File: src/rtl/multicycle_controller.sv
// multicycle_controller: Moore control FSM sequencing the shared multicycle MIPS datapath.
// Ports:
//   clk, reset          rising-edge clock, asynchronous active-high reset to FETCH
//   op, funct, zero     IR opcode/function fields and ALU zero flag
//   pcen .. alucontrol  datapath enables and mux selects
//   illegal             one-cycle pulse on an unsupported op or funct
//   state               current state for debug
module multicycle_controller #(
    parameter int STATE_W = 4
) (
    input  logic               clk,
    input  logic               reset,
    input  logic [5:0]         op,
    input  logic [5:0]         funct,
    input  logic               zero,
    output logic               pcen,
    output logic               memwrite,
    output logic               irwrite,
    output logic               regwrite,
    output logic               alusrca,
    output logic [1:0]         alusrcb,
    output logic               iord,
    output logic               memtoreg,
    output logic               regdst,
    output logic [1:0]         pcsrc,
    output logic [2:0]         alucontrol,
    output logic               illegal,
    output logic [STATE_W-1:0] state
);
    typedef enum logic [3:0] {
        FETCH   = 4'd0,
        DECODE  = 4'd1,
        MEMADR  = 4'd2,
        MEMRD   = 4'd3,
        MEMWB   = 4'd4,
        MEMWR   = 4'd5,
        EXECUTE = 4'd6,
        ALUWB   = 4'd7,
        BRANCH  = 4'd8,
        ADDIEX  = 4'd9,
        ADDIWB  = 4'd10,
        JUMP    = 4'd11
    } state_t;

    localparam logic [5:0] OP_R    = 6'b000000;
    localparam logic [5:0] OP_LW   = 6'b100011;
    localparam logic [5:0] OP_SW   = 6'b101011;
    localparam logic [5:0] OP_BEQ  = 6'b000100;
    localparam logic [5:0] OP_ADDI = 6'b001000;
    localparam logic [5:0] OP_J    = 6'b000010;

    state_t cur, nxt;
    logic   pcw, br, mw, irw, rw, ill;

    always_ff @(posedge clk or posedge reset) begin
        if (reset) cur <= FETCH;
        else       cur <= nxt;
    end

    always_comb begin
        nxt        = FETCH;
        pcw        = 1'b0;
        br         = 1'b0;
        mw         = 1'b0;
        irw        = 1'b0;
        rw         = 1'b0;
        ill        = 1'b0;
        alusrca    = 1'b0;
        alusrcb    = 2'b00;
        iord       = 1'b0;
        memtoreg   = 1'b0;
        regdst     = 1'b0;
        pcsrc      = 2'b00;
        alucontrol = 3'b000;
        case (cur)
            FETCH: begin
                alusrcb    = 2'b01;
                alucontrol = 3'b010;
                irw        = 1'b1;
                pcw        = 1'b1;
                nxt        = DECODE;
            end
            DECODE: begin
                alusrcb    = 2'b11;
                alucontrol = 3'b010;
                case (op)
                    OP_LW, OP_SW: nxt = MEMADR;
                    OP_R:         nxt = EXECUTE;
                    OP_BEQ:       nxt = BRANCH;
                    OP_ADDI:      nxt = ADDIEX;
                    OP_J:         nxt = JUMP;
                    default:      ill = 1'b1;
                endcase
            end
            MEMADR: begin
                alusrca    = 1'b1;
                alusrcb    = 2'b10;
                alucontrol = 3'b010;
                nxt        = (op == OP_LW) ? MEMRD : MEMWR;
            end
            MEMRD: begin
                iord = 1'b1;
                nxt  = MEMWB;
            end
            MEMWB: begin
                memtoreg = 1'b1;
                rw       = 1'b1;
            end
            MEMWR: begin
                iord = 1'b1;
                mw   = 1'b1;
            end
            EXECUTE: begin
                alusrca = 1'b1;
                nxt     = ALUWB;
                case (funct)
                    6'b100000: alucontrol = 3'b010;
                    6'b100010: alucontrol = 3'b110;
                    6'b100100: alucontrol = 3'b000;
                    6'b100101: alucontrol = 3'b001;
                    6'b101010: alucontrol = 3'b111;
                    default: begin
                        alucontrol = 3'b010;
                        ill        = 1'b1;
                        nxt        = FETCH;
                    end
                endcase
            end
            ALUWB: begin
                regdst = 1'b1;
                rw     = 1'b1;
            end
            BRANCH: begin
                alusrca    = 1'b1;
                alucontrol = 3'b110;
                pcsrc      = 2'b01;
                br         = 1'b1;
            end
            ADDIEX: begin
                alusrca    = 1'b1;
                alusrcb    = 2'b10;
                alucontrol = 3'b010;
                nxt        = ADDIWB;
            end
            ADDIWB: rw = 1'b1;
            JUMP: begin
                pcsrc = 2'b10;
                pcw   = 1'b1;
            end
            default: ;
        endcase
    end

    // Strobes are masked while reset is held so an aborted instruction cannot write anything.
    assign pcen     = (pcw | (br & zero)) & ~reset;
    assign memwrite = mw & ~reset;
    assign irwrite  = irw & ~reset;
    assign regwrite = rw & ~reset;
    assign illegal  = ill & ~reset;
    assign state    = STATE_W'(cur);
endmodule
File: config.mk
export PLATFORM = sky130hd
export DESIGN_NAME = multicycle_controller
export DESIGN_NICKNAME = d
export VERILOG_FILES = /design/src/rtl/multicycle_controller.sv
export SDC_FILE = /design/constraint.sdc
export NUM_CORES = 1
export LEC_CHECK = 0
export ABC_CLOCK_PERIOD_IN_PS = 5350
export CAP_MARGIN = 30
export CORE_ASPECT_RATIO = 1.1
export CORE_MARGIN = 5
export CORE_UTILIZATION = 38
export CTS_CLUSTER_DIAMETER = 200
export DETAILED_ROUTE_END_ITERATION = 6
export PLACE_DENSITY = 0.93
export SKIP_CTS_REPAIR_TIMING = 1
export SYNTH_ARGS = -nofsm -noshare
export SYNTH_HDL_FRONTEND = slang
export SYNTH_SLANG_ARGS = --single-unit
export TNS_END_PERCENT = 50
File: constraint.sdc
create_clock -name clk -period 5.35 [get_ports clk]
set_clock_uncertainty 0.2 [all_clocks]
set_input_delay 1.3375 -clock clk [delete_from_list [all_inputs] [get_ports clk]]
set_output_delay 1.3375 -clock clk [all_outputs]
set_load 0.005 [all_outputs]
* Word level (Yosys, flattened, before mapping)
Index checks and enable logic that the tools add are counted.
Word-level totals: bits in registers 4, latch bits 0, bits in writable memories 0, ROM bits 0, bits of input ports 15, output and inout port bits 20, word-level logic and storage cells 61, memories kept 0
Operators by class: add/subtract/negate cells 0, multiply operators 0, div/mod/pow operators 0, magnitude comparators 0, equality and inequality tests 21, shifts and indexed selects 0, muxes and demuxes 20, bitwise operators 8, reductions and logical operators 11
Operators by type and width (count):
- $eq A6 B6 Y1 const B | 7
- $pmux W4 S6 | 1
- $pmux W4 S5 | 1
- $eq A4 B3 Y1 const B | 4
- $eq A4 B4 Y1 const B | 4
- $pmux W3 S4 | 1
- $mux W1 | 11
- $pmux W3 S3 | 1
- $eq A4 B2 Y1 const B | 2
- $reduce_or A2 Y1 | 4
- $reduce_or A4 Y1 | 2
- $and A1 B1 Y1 | 6
- $eq A6 B2 Y1 const B | 1
- $eq A6 B3 Y1 const B | 1
- $eq A6 B4 Y1 const B | 1
- $logic_not A6 Y1 | 1
- $mux W3 | 2
- $pmux W2 S3 | 1
- $reduce_or A6 Y1 | 1
- $reduce_or A5 Y1 | 1
- $eq A4 B1 Y1 const B | 1
- $logic_not A4 Y1 | 1
- $pmux W2 S2 | 1
- $reduce_or A3 Y1 | 1
- 3 further kinds | 3

* Longest topological paths before layout
Gate-level depths: netlist of the first run.
depth in word-level cells 5, gate-level depth with buffers 4

* Worst setup path after synthesis of the first run
OpenSTA, ideal clock, no wires.
kind input port to output port, start point input op[1], end point output illegal, data arrival time 1988 ps, data required time 3813 ps, path slack 1825 ps, stages 3, buffers on the path 0, path through nor4_1 -> o21ai_0 -> a41o_1
Between the ends: longest elaborated chain between the ends 5
Ends and longest elaborated chain:
- from (decl) | line 13 | input logic [5:0] op,
- $eq A6 B6 Y1, or another cell as far along | line 86 | case (op)
- $reduce_or A6 Y1 (no line) (*)
- $mux W1 (*) | line 86
- $pmux W1 S2 (*) | line 75 | case (cur)
- $and A1 B1 Y1 (*) | line 159 | assign illegal = ill & ~reset;
- to (decl) | line 27 | output logic illegal,
Every way passes the cells marked *; elsewhere a longest branch is shown, timed or not.

* Worst setup path in the final report of the first run
Same ends and word-level chain as after synthesis.

==> results of run 1 <==
-- worst max-delay path, stage by stage --
cell	delay (ns)
sky130_fd_sc_hd__clkdlybuf4s50_1	0.50
sky130_fd_sc_hd__nor4_1	0.40
sky130_fd_sc_hd__o21ai_0	0.13
sky130_fd_sc_hd__a41o_1	0.25
sky130_fd_sc_hd__clkdlybuf4s50_1	0.45
-- per-stage QoR --
| stage | setup WS (ns) | cells | total power, uW | hold WS, ns | utilization, % |
|---|---|---|---|---|---|
| after detailed placement | 0.779 | 120 | 204 | 0.586 | 65.0 |
| after CTS | 0.764 | 123 | 242 | 0.583 | 66.6 |
| final | 0.741 | 123 | 241 | 0.592 | 66.6 |
| after floorplan | 1.82 | 74 | 121 | 0.425 | - |
| after global routing | 0.649 | 123 | 259 | 0.607 | 66.6 |
| after global placement | 0.799 | 120 | 200 | 0.576 | 65.0 |
-- Yosys cell counts, types with 2 or more instances --
cell type	instances	area share, %
sky130_fd_sc_hd__a21oi_1	5	4.5
sky130_fd_sc_hd__buf_2	3	2.7
sky130_fd_sc_hd__dfrtp_1	4	18
sky130_fd_sc_hd__inv_1	4	2.7
sky130_fd_sc_hd__nand2b_1	3	3.4
sky130_fd_sc_hd__nand3_1	3	2.7
sky130_fd_sc_hd__nor2_1	5	3.4
sky130_fd_sc_hd__nor3_1	7	6.3
sky130_fd_sc_hd__nor4_1	2	2.2
sky130_fd_sc_hd__o211ai_1	3	4.0
sky130_fd_sc_hd__o21ai_0	3	2.7
sky130_fd_sc_hd__or3b_1	2	3.1
sky130_fd_sc_hd__xor2_1	2	3.1
-- cells in the final DEF (no fill, tap or decap), types with 2 or more instances in the layout --
cell	n
sky130_fd_sc_hd__nand3_1	3
sky130_fd_sc_hd__nor4_1	2
sky130_fd_sc_hd__nor3_1	7
sky130_fd_sc_hd__dfrtp_1	4
sky130_fd_sc_hd__o21ai_0	3
sky130_fd_sc_hd__nand2b_1	3
sky130_fd_sc_hd__nor2_1	5
sky130_fd_sc_hd__o211ai_1	3
sky130_fd_sc_hd__a21oi_1	5
sky130_fd_sc_hd__xor2_1	2
sky130_fd_sc_hd__clkbuf_4	3
sky130_fd_sc_hd__clkdlybuf4s50_1	34
sky130_fd_sc_hd__or3b_1	2
sky130_fd_sc_hd__inv_1	4
-- path summary, 6_finish.rpt --
| check | from | to | cells after the start |
|---|---|---|---|
| setup / recovery | op[1] | illegal | 5 |
| max in group asynchronous | reset | state[2]$_DFF_PP0_ | 2 |
| setup reg to reg | state[1]$_DFF_PP0_ | state[1]$_DFF_PP0_ | 3 |
| min in group asynchronous | reset | state[0]$_DFF_PP0_ | 2 |
| hold reg to reg | state[2]$_DFF_PP0_ | state[3]$_DFF_PP0_ | 1 |
| hold / removal | state[2]$_DFF_PP0_ | state[3]$_DFF_PP0_ | 1 |
-- routing by layer --
| metal | up-vias | wire length [um] |
|---|---|---|
| met5 | - | 0 |
| met4 | 0 | 0 |
| met3 | 0 | 187 |
| met2 | 40 | 908 |
| met1 | 336 | 706 |
| li1 | 363 | - |
-- report_power, final --
group          switching [uW]  internal [uW]  total [uW]
sequential               26.4           37.0        63.3
combinational            54.0           86.7         141
clock                    11.7           25.0        36.7
-- area by class of cell --
cell class	count	area share, %
clock buffer	3	2.44
inverter	4	1.63
multi-input combinational	62	46.0
sequential	4	10.9
tap	16	2.17
timing repair buffer	34	36.9
-- logic make-up after synthesis --
logic type      count (synthesis)  synth area share, %
simple gates                   35                 40.4
buf+inv                         8                 6.05
flops                           4                 17.9
mux                             1                 1.79
xor+xnor                        3                 4.71
compound gates                 23                 29.2
==> results, run 1 <==
- The clock passes through at most 2 buffers.
- The initial utilization of the core area, before any placement, comes to 40.3%.
- The flip-flop and latch count after synthesis is 4.
- Summed over all layers, the global routing overflow is 0.
- The share of post-route cells with drive strength above 1 is 6.54%.
- The antenna diode count is 0.
- The multi-input combinational cell area is 424 um2.
- In this run the number of H-tree levels came out at 1.
- The first detailed-routing pass ran for 4 iterations.
- The pin count of the biggest net entering global routing is 19.
- The area growth from synthesis to final layout is 65.2%.
- The count of pins on the block boundary is 35.
- The overall die width is 46.5 um.
- The CTS tree is done.
- The global-route met3 utilization is 2.50%.
- The wire length reported by the detailed router is between 1500 and 2000 um.
- The total power density per cell area is 261 nW/um2.
- The register cell area after layout is 100 um2.
- The DRC marker count from the first detailed-route iteration is 13.
- Headroom to the max-slew limit came out at 64.2%.
- After synthesis, the mean cell area works out to 7.54 um2.
- The number of buffers inserted by port buffering is 34.
- The area of the die is 2340 um2.
- For the final routed database, the setup TNS stands at 0 ns.
- The clock root buffer is sky130_fd_sc_hd__clkbuf_4.
- The total clock buffers created by CTS is 3.
- The die boundary height is 50.2 um.
- Summed over all cells, the static leakage comes to 0.000323 uW.
- After routing the design area is between 900 and 1000 um2.
- The min-delay analysis places its worst path in the category reg -> reg.
- The average vias per placed instance is 6.01.
- The number of pins exceeding their max-slew limit in the final report is 0.
- In the routed design, unresolved DRC markers number 0.
- The final-stage net count is 124.
- The flow ran to the end, and the final reports show no timing, DRC or antenna violations.
- Once detailed placement completed, the half-perimeter wirelength came to 1450 um.
- The final period demand of the worst path is 4.61 ns.
- The cell count after synthesis came out at 74.
- The initial antenna violation count is 0.
- The critical path startpoint category is an input pin.
- The highest ir drop seen on vdd is ~0.00015 V.
- Setup repair after global routing left no endpoint under its margin.
- The core area is between 1000 and 1500 um2.
- Sequential cells were found to cover 17.9% of the synthesized design area.
- The register with the most flip-flops in the layout has 4 of them.
- The number of enable-type register cells in the synthesized netlist is 0.
- The critical path in this run is classified as in -> out.
- The standard-cell row count is 14.
- The worst setup path is captured at a primary output.
- Global routing used 16.1% of the available tracks.
- Of the available clock period, the critical path in the final layout requires 86.1%.
- In the synthesized netlist the dominant register cell turns out to be sky130_fd_sc_hd__dfrtp_1.
- The total number of vias is between 700 and 800.
- Yosys mapped the design onto 41 distinct sky130hd cell types.
- Counting the fill cells in the layout gives 134.
- Routability-driven placement finished with a final weighted congestion of 0.827.
- The signal arrival time at the worst endpoint is between 3 and 4 ns.
- For met1 alone, demand over resource in global routing was 18.4%.
- The hold violation total from the final report is 0.
- The required time of the worst setup path is 3.81 ns.
- Setup slack on the worst reg-to-reg path comes out at 3.50 ns.
- The transition at the pin with the smallest max-transition slack is 0.537 ns.
- When the netlist entered floorplanning its net count stood at 89.
- The first global-routing pass estimated 2910 um of wire.
- The max-cap check violation count is 0.
- For met2 alone, demand over resource in global routing was 29.8%.
- The later-pin clock latency in the skew report is between 0.2 and 0.25 ns.
- The cell area after placement is 900 um2.
- The routed wire length per instance is 14.7 um.
- The clock net in this run drives a total of 4 sinks.
- The async set or reset register ratio after synthesis is 100%.
- The count of final setup violators is 0.
- For this run, the number of Yosys warnings is 0.
- Based on the critical path, the design can be clocked at up to 217 MHz.
- Clock-pin slew was measured on the worst setup and hold paths at roughly 0.040 ns.
- Along the worst path, the maximum fanout reaches 6.
- Once detail routing completed, the nets flagged for antenna violations numbered 0.
- The most utilized layer in the global route result is met2.
- The number of global-route vias before repair was 715.
- The cell area that synthesis handed to floorplanning was ~560 um2.
Note: power is estimated with default switching activity, not from simulation.
==> run 2: changes to the inputs <==
--- a/config.mk
+++ b/config.mk
@@ -13,6 +13,7 @@
 export CTS_CLUSTER_DIAMETER = 200
 export DETAILED_ROUTE_END_ITERATION = 6
 export PLACE_DENSITY = 0.93
+export REMOVE_ABC_BUFFERS = 1
 export SKIP_CTS_REPAIR_TIMING = 1
 export SYNTH_ARGS = -nofsm -noshare
 export SYNTH_HDL_FRONTEND = slang
==> results, run 2 (synthesized netlist as in run 1, its figures left out) <==
- The area of the die is 2340 um2 (unchanged).
- The critical path startpoint category is an input pin (unchanged).
- The antenna diode count is 0 (unchanged).
- The standard-cell row count is 14 (unchanged).
- The clock root buffer was sky130_fd_sc_hd__clkbuf_4 (unchanged).
- The pin count of the biggest net entering global routing is 19 (unchanged).
- The startpoint of the tightest hold check path is state[2]$_DFF_PP0_ (unchanged).
- The routed wire length per instance came to 14.8 um (was 14.7 um).
- The number of sinks handled by clock tree synthesis is 4 (unchanged).
- The number of buffers inserted by port buffering was 34 (unchanged).
- The number of global-route vias before repair is 652 (was 715).
- The wire length reported by the detailed router came to 1820 um (was 1800 um).
- The remaining antenna violation count is 0 (unchanged).
- The part of the power in combinational logic is 59.1% (was 58.5%).
- The part of the total power dissipated in the clock network is 14.8% (was 15.2%).
- The category of the critical setup timing path is in -> out (unchanged).
- Unrepaired setup endpoints after global routing: false (unchanged).
- The endpoint type of the worst setup path is a primary output (unchanged).
- The signal arrival time at the worst endpoint is 3.03 ns (was 3.07 ns).
- The overall global routing resource usage is 16.1% (unchanged).
- The final worst-path setup slack is 0.787 ns (was 0.741 ns).
- The number of cells in the finished layout apart from fillers is 123 (unchanged).
- The number of pins exceeding their max-slew limit in the final report is 0 (unchanged).
- The routability congestion estimate from global placement was 0.846 (was 0.827).
- The number of iterations in the first detailed-routing pass is 4 (unchanged).
- The final routed DRC violation total is 0 (unchanged).
- The total clock buffers created by CTS is 3 (unchanged).
- The initial antenna violation count was 0 (unchanged).
- Outcome: complete, no violations (unchanged).
- The max-cap check violation count was 0 (unchanged).
- The maximum buffer depth of the clock tree is 2 (unchanged).
- The post-route core utilization is 66.6% (unchanged).
- The later-pin clock latency in the skew report came to 0.23 ns (about the same).
- The total power density per cell area was 260 nW/um2 (was 261 nW/um2).
- The share of post-route cells with drive strength above 1 is 6.54% (unchanged).
- The largest fanout of any net on the critical path is 6 (unchanged).
- The overall die width was 46.5 um (unchanged).
- The most common library cell in the layout ignoring fill and taps is sky130_fd_sc_hd__clkdlybuf4s50_1 (unchanged).
- The average vias per placed instance came to 5.93 (was 6.01).
- The highest ir drop seen on vdd is 0.000136 V (was 0.000149 V).
- The total power came to 240 uW (was 241 uW).
- The origin of the critical flop-to-flop path is state[1]$_DFF_PP0_ (unchanged).
- The count of final setup violators is 0 (unchanged).
- The sum of negative setup slack is 0 ns (unchanged).
- The final-stage net count came to 124 (unchanged).
- Commonest cells after routing, fill and taps aside: sky130_fd_sc_hd__clkdlybuf4s50_1 (34), sky130_fd_sc_hd__nor3_1 (7), sky130_fd_sc_hd__nor2_1 (5), sky130_fd_sc_hd__a21oi_1 (5) (unchanged).
- The core area came to 1380 um2 (unchanged).
- The total placed cells including tap cells is 120 (unchanged).
- The die boundary height is 50.2 um (unchanged).
- The hold violation total from the final report is 0 (unchanged).
- The initial standard-cell utilization of the core was 40.3% (unchanged).
- The maximum frequency from static timing analysis is 219 MHz (was 217 MHz).
- The total number of vias came to 730 (was 739).
- The area growth from synthesis to final layout is 65.2% (unchanged).
- The final worst-path cycle share is 85.3% (was 86.1%).
- The static leakage is 0.000323 uW (unchanged).
- The CTS clock-pin slew for the worst setup and hold paths is 0.04 ns (about the same).
- The count of fill cells added during filler insertion is 121 (was 134).
- The post-DP HPWL is 1430 um (was 1450 um).
- The share of power burned in registers is 26.1% (was 26.3%).
- The net switching power figure is 91.0 uW (was 92.1 uW).
- The internal power consumption is 149 uW (about the same).
- The depth of the CTS H-tree is 1 (unchanged).
- The total overflow reported by the global router is 0 (unchanged).
- The final period demand of the worst path is 4.56 ns (was 4.61 ns).
- The DRC marker count from the first detailed-route iteration is 20 (was 13).
- The CTS tree is done (unchanged).
- The headroom to the max-slew limit is 65.4% (was 64.2%).
- The number of flip-flops under the largest register name was 4 (unchanged).
- The type of the tightest min-delay check is reg -> reg (unchanged).
- The switching part of the total power is 38.0% (was 38.2%).
- The transition at the pin with the smallest max-transition slack came to 0.511 ns (was 0.537 ns).
- The count of pins on the block boundary is 35 (unchanged).
- The worst setup path startpoint is op[1] (unchanged).
- The required time of the worst setup path is 3.81 ns (about the same).
- The worst slack after detailed placement is 0.798 ns (was 0.779 ns).
- The first-pass GRT wire length is 2840 um (was 2910 um).
run 2: power groups by stage:
stage          combinational [uW]  clock (uW)  sequential (uW)
2_1_floorplan                59.3           0             56.5
3_3_place_gp                  140           0             61.9
3_5_place_dp                  141           0             62.6
4_1_cts                       143        37.6             62.2
5_1_grt                       153        41.1             66.1
6_report                      142        35.5             62.5
run 2: layer usage:
| metal | global-route usage [%] | wire length, um |
|---|---|---|
| met1 | 21.6 | 767 |
| met2 | 25.7 | 963 |
| met3 | 1.07 | 90 |
| met4 | 7.11 | 0 |
| met5 | 0 | 0 |
run 2: stage by stage:
step                      hold slack [ns]  cell area [um2]
after CTS                           0.582              922
after detailed placement            0.580              900
final                               0.579              922
after floorplan                     0.480              539
after global placement              0.560              900
after global routing                0.653              922
run 2: final timing paths:
kind | end | slack, ns | depth (start not counted)
setup / recovery | illegal | 0.79 | 5
hold / removal | state[3]$_DFF_PP0_ | 0.58 | 1
setup reg to reg | state[1]$_DFF_PP0_ | 3.52 | 3
hold reg to reg | state[3]$_DFF_PP0_ | 0.58 | 1
max in group asynchronous | state[2]$_DFF_PP0_ | 3.49 | 2
min in group asynchronous | state[3]$_DFF_PP0_ | 1.27 | 2
run 2: critical path, stage by stage:
cell,delay (ns)
sky130_fd_sc_hd__clkdlybuf4s50_1,0.50
sky130_fd_sc_hd__nor4_1,0.36
sky130_fd_sc_hd__o21ai_0,0.13
sky130_fd_sc_hd__a41o_1,0.25
sky130_fd_sc_hd__clkdlybuf4s50_1,0.44
run 2: final cells by class:
class	instances	area (um2)	share of cell area, %
timing repair buffer	34	340	36.9
multi-input combinational	62	424	46.0
clock buffer	3	22.5	2.44
tap	16	20.0	2.17
inverter	4	15.0	1.63
sequential	4	100	10.9
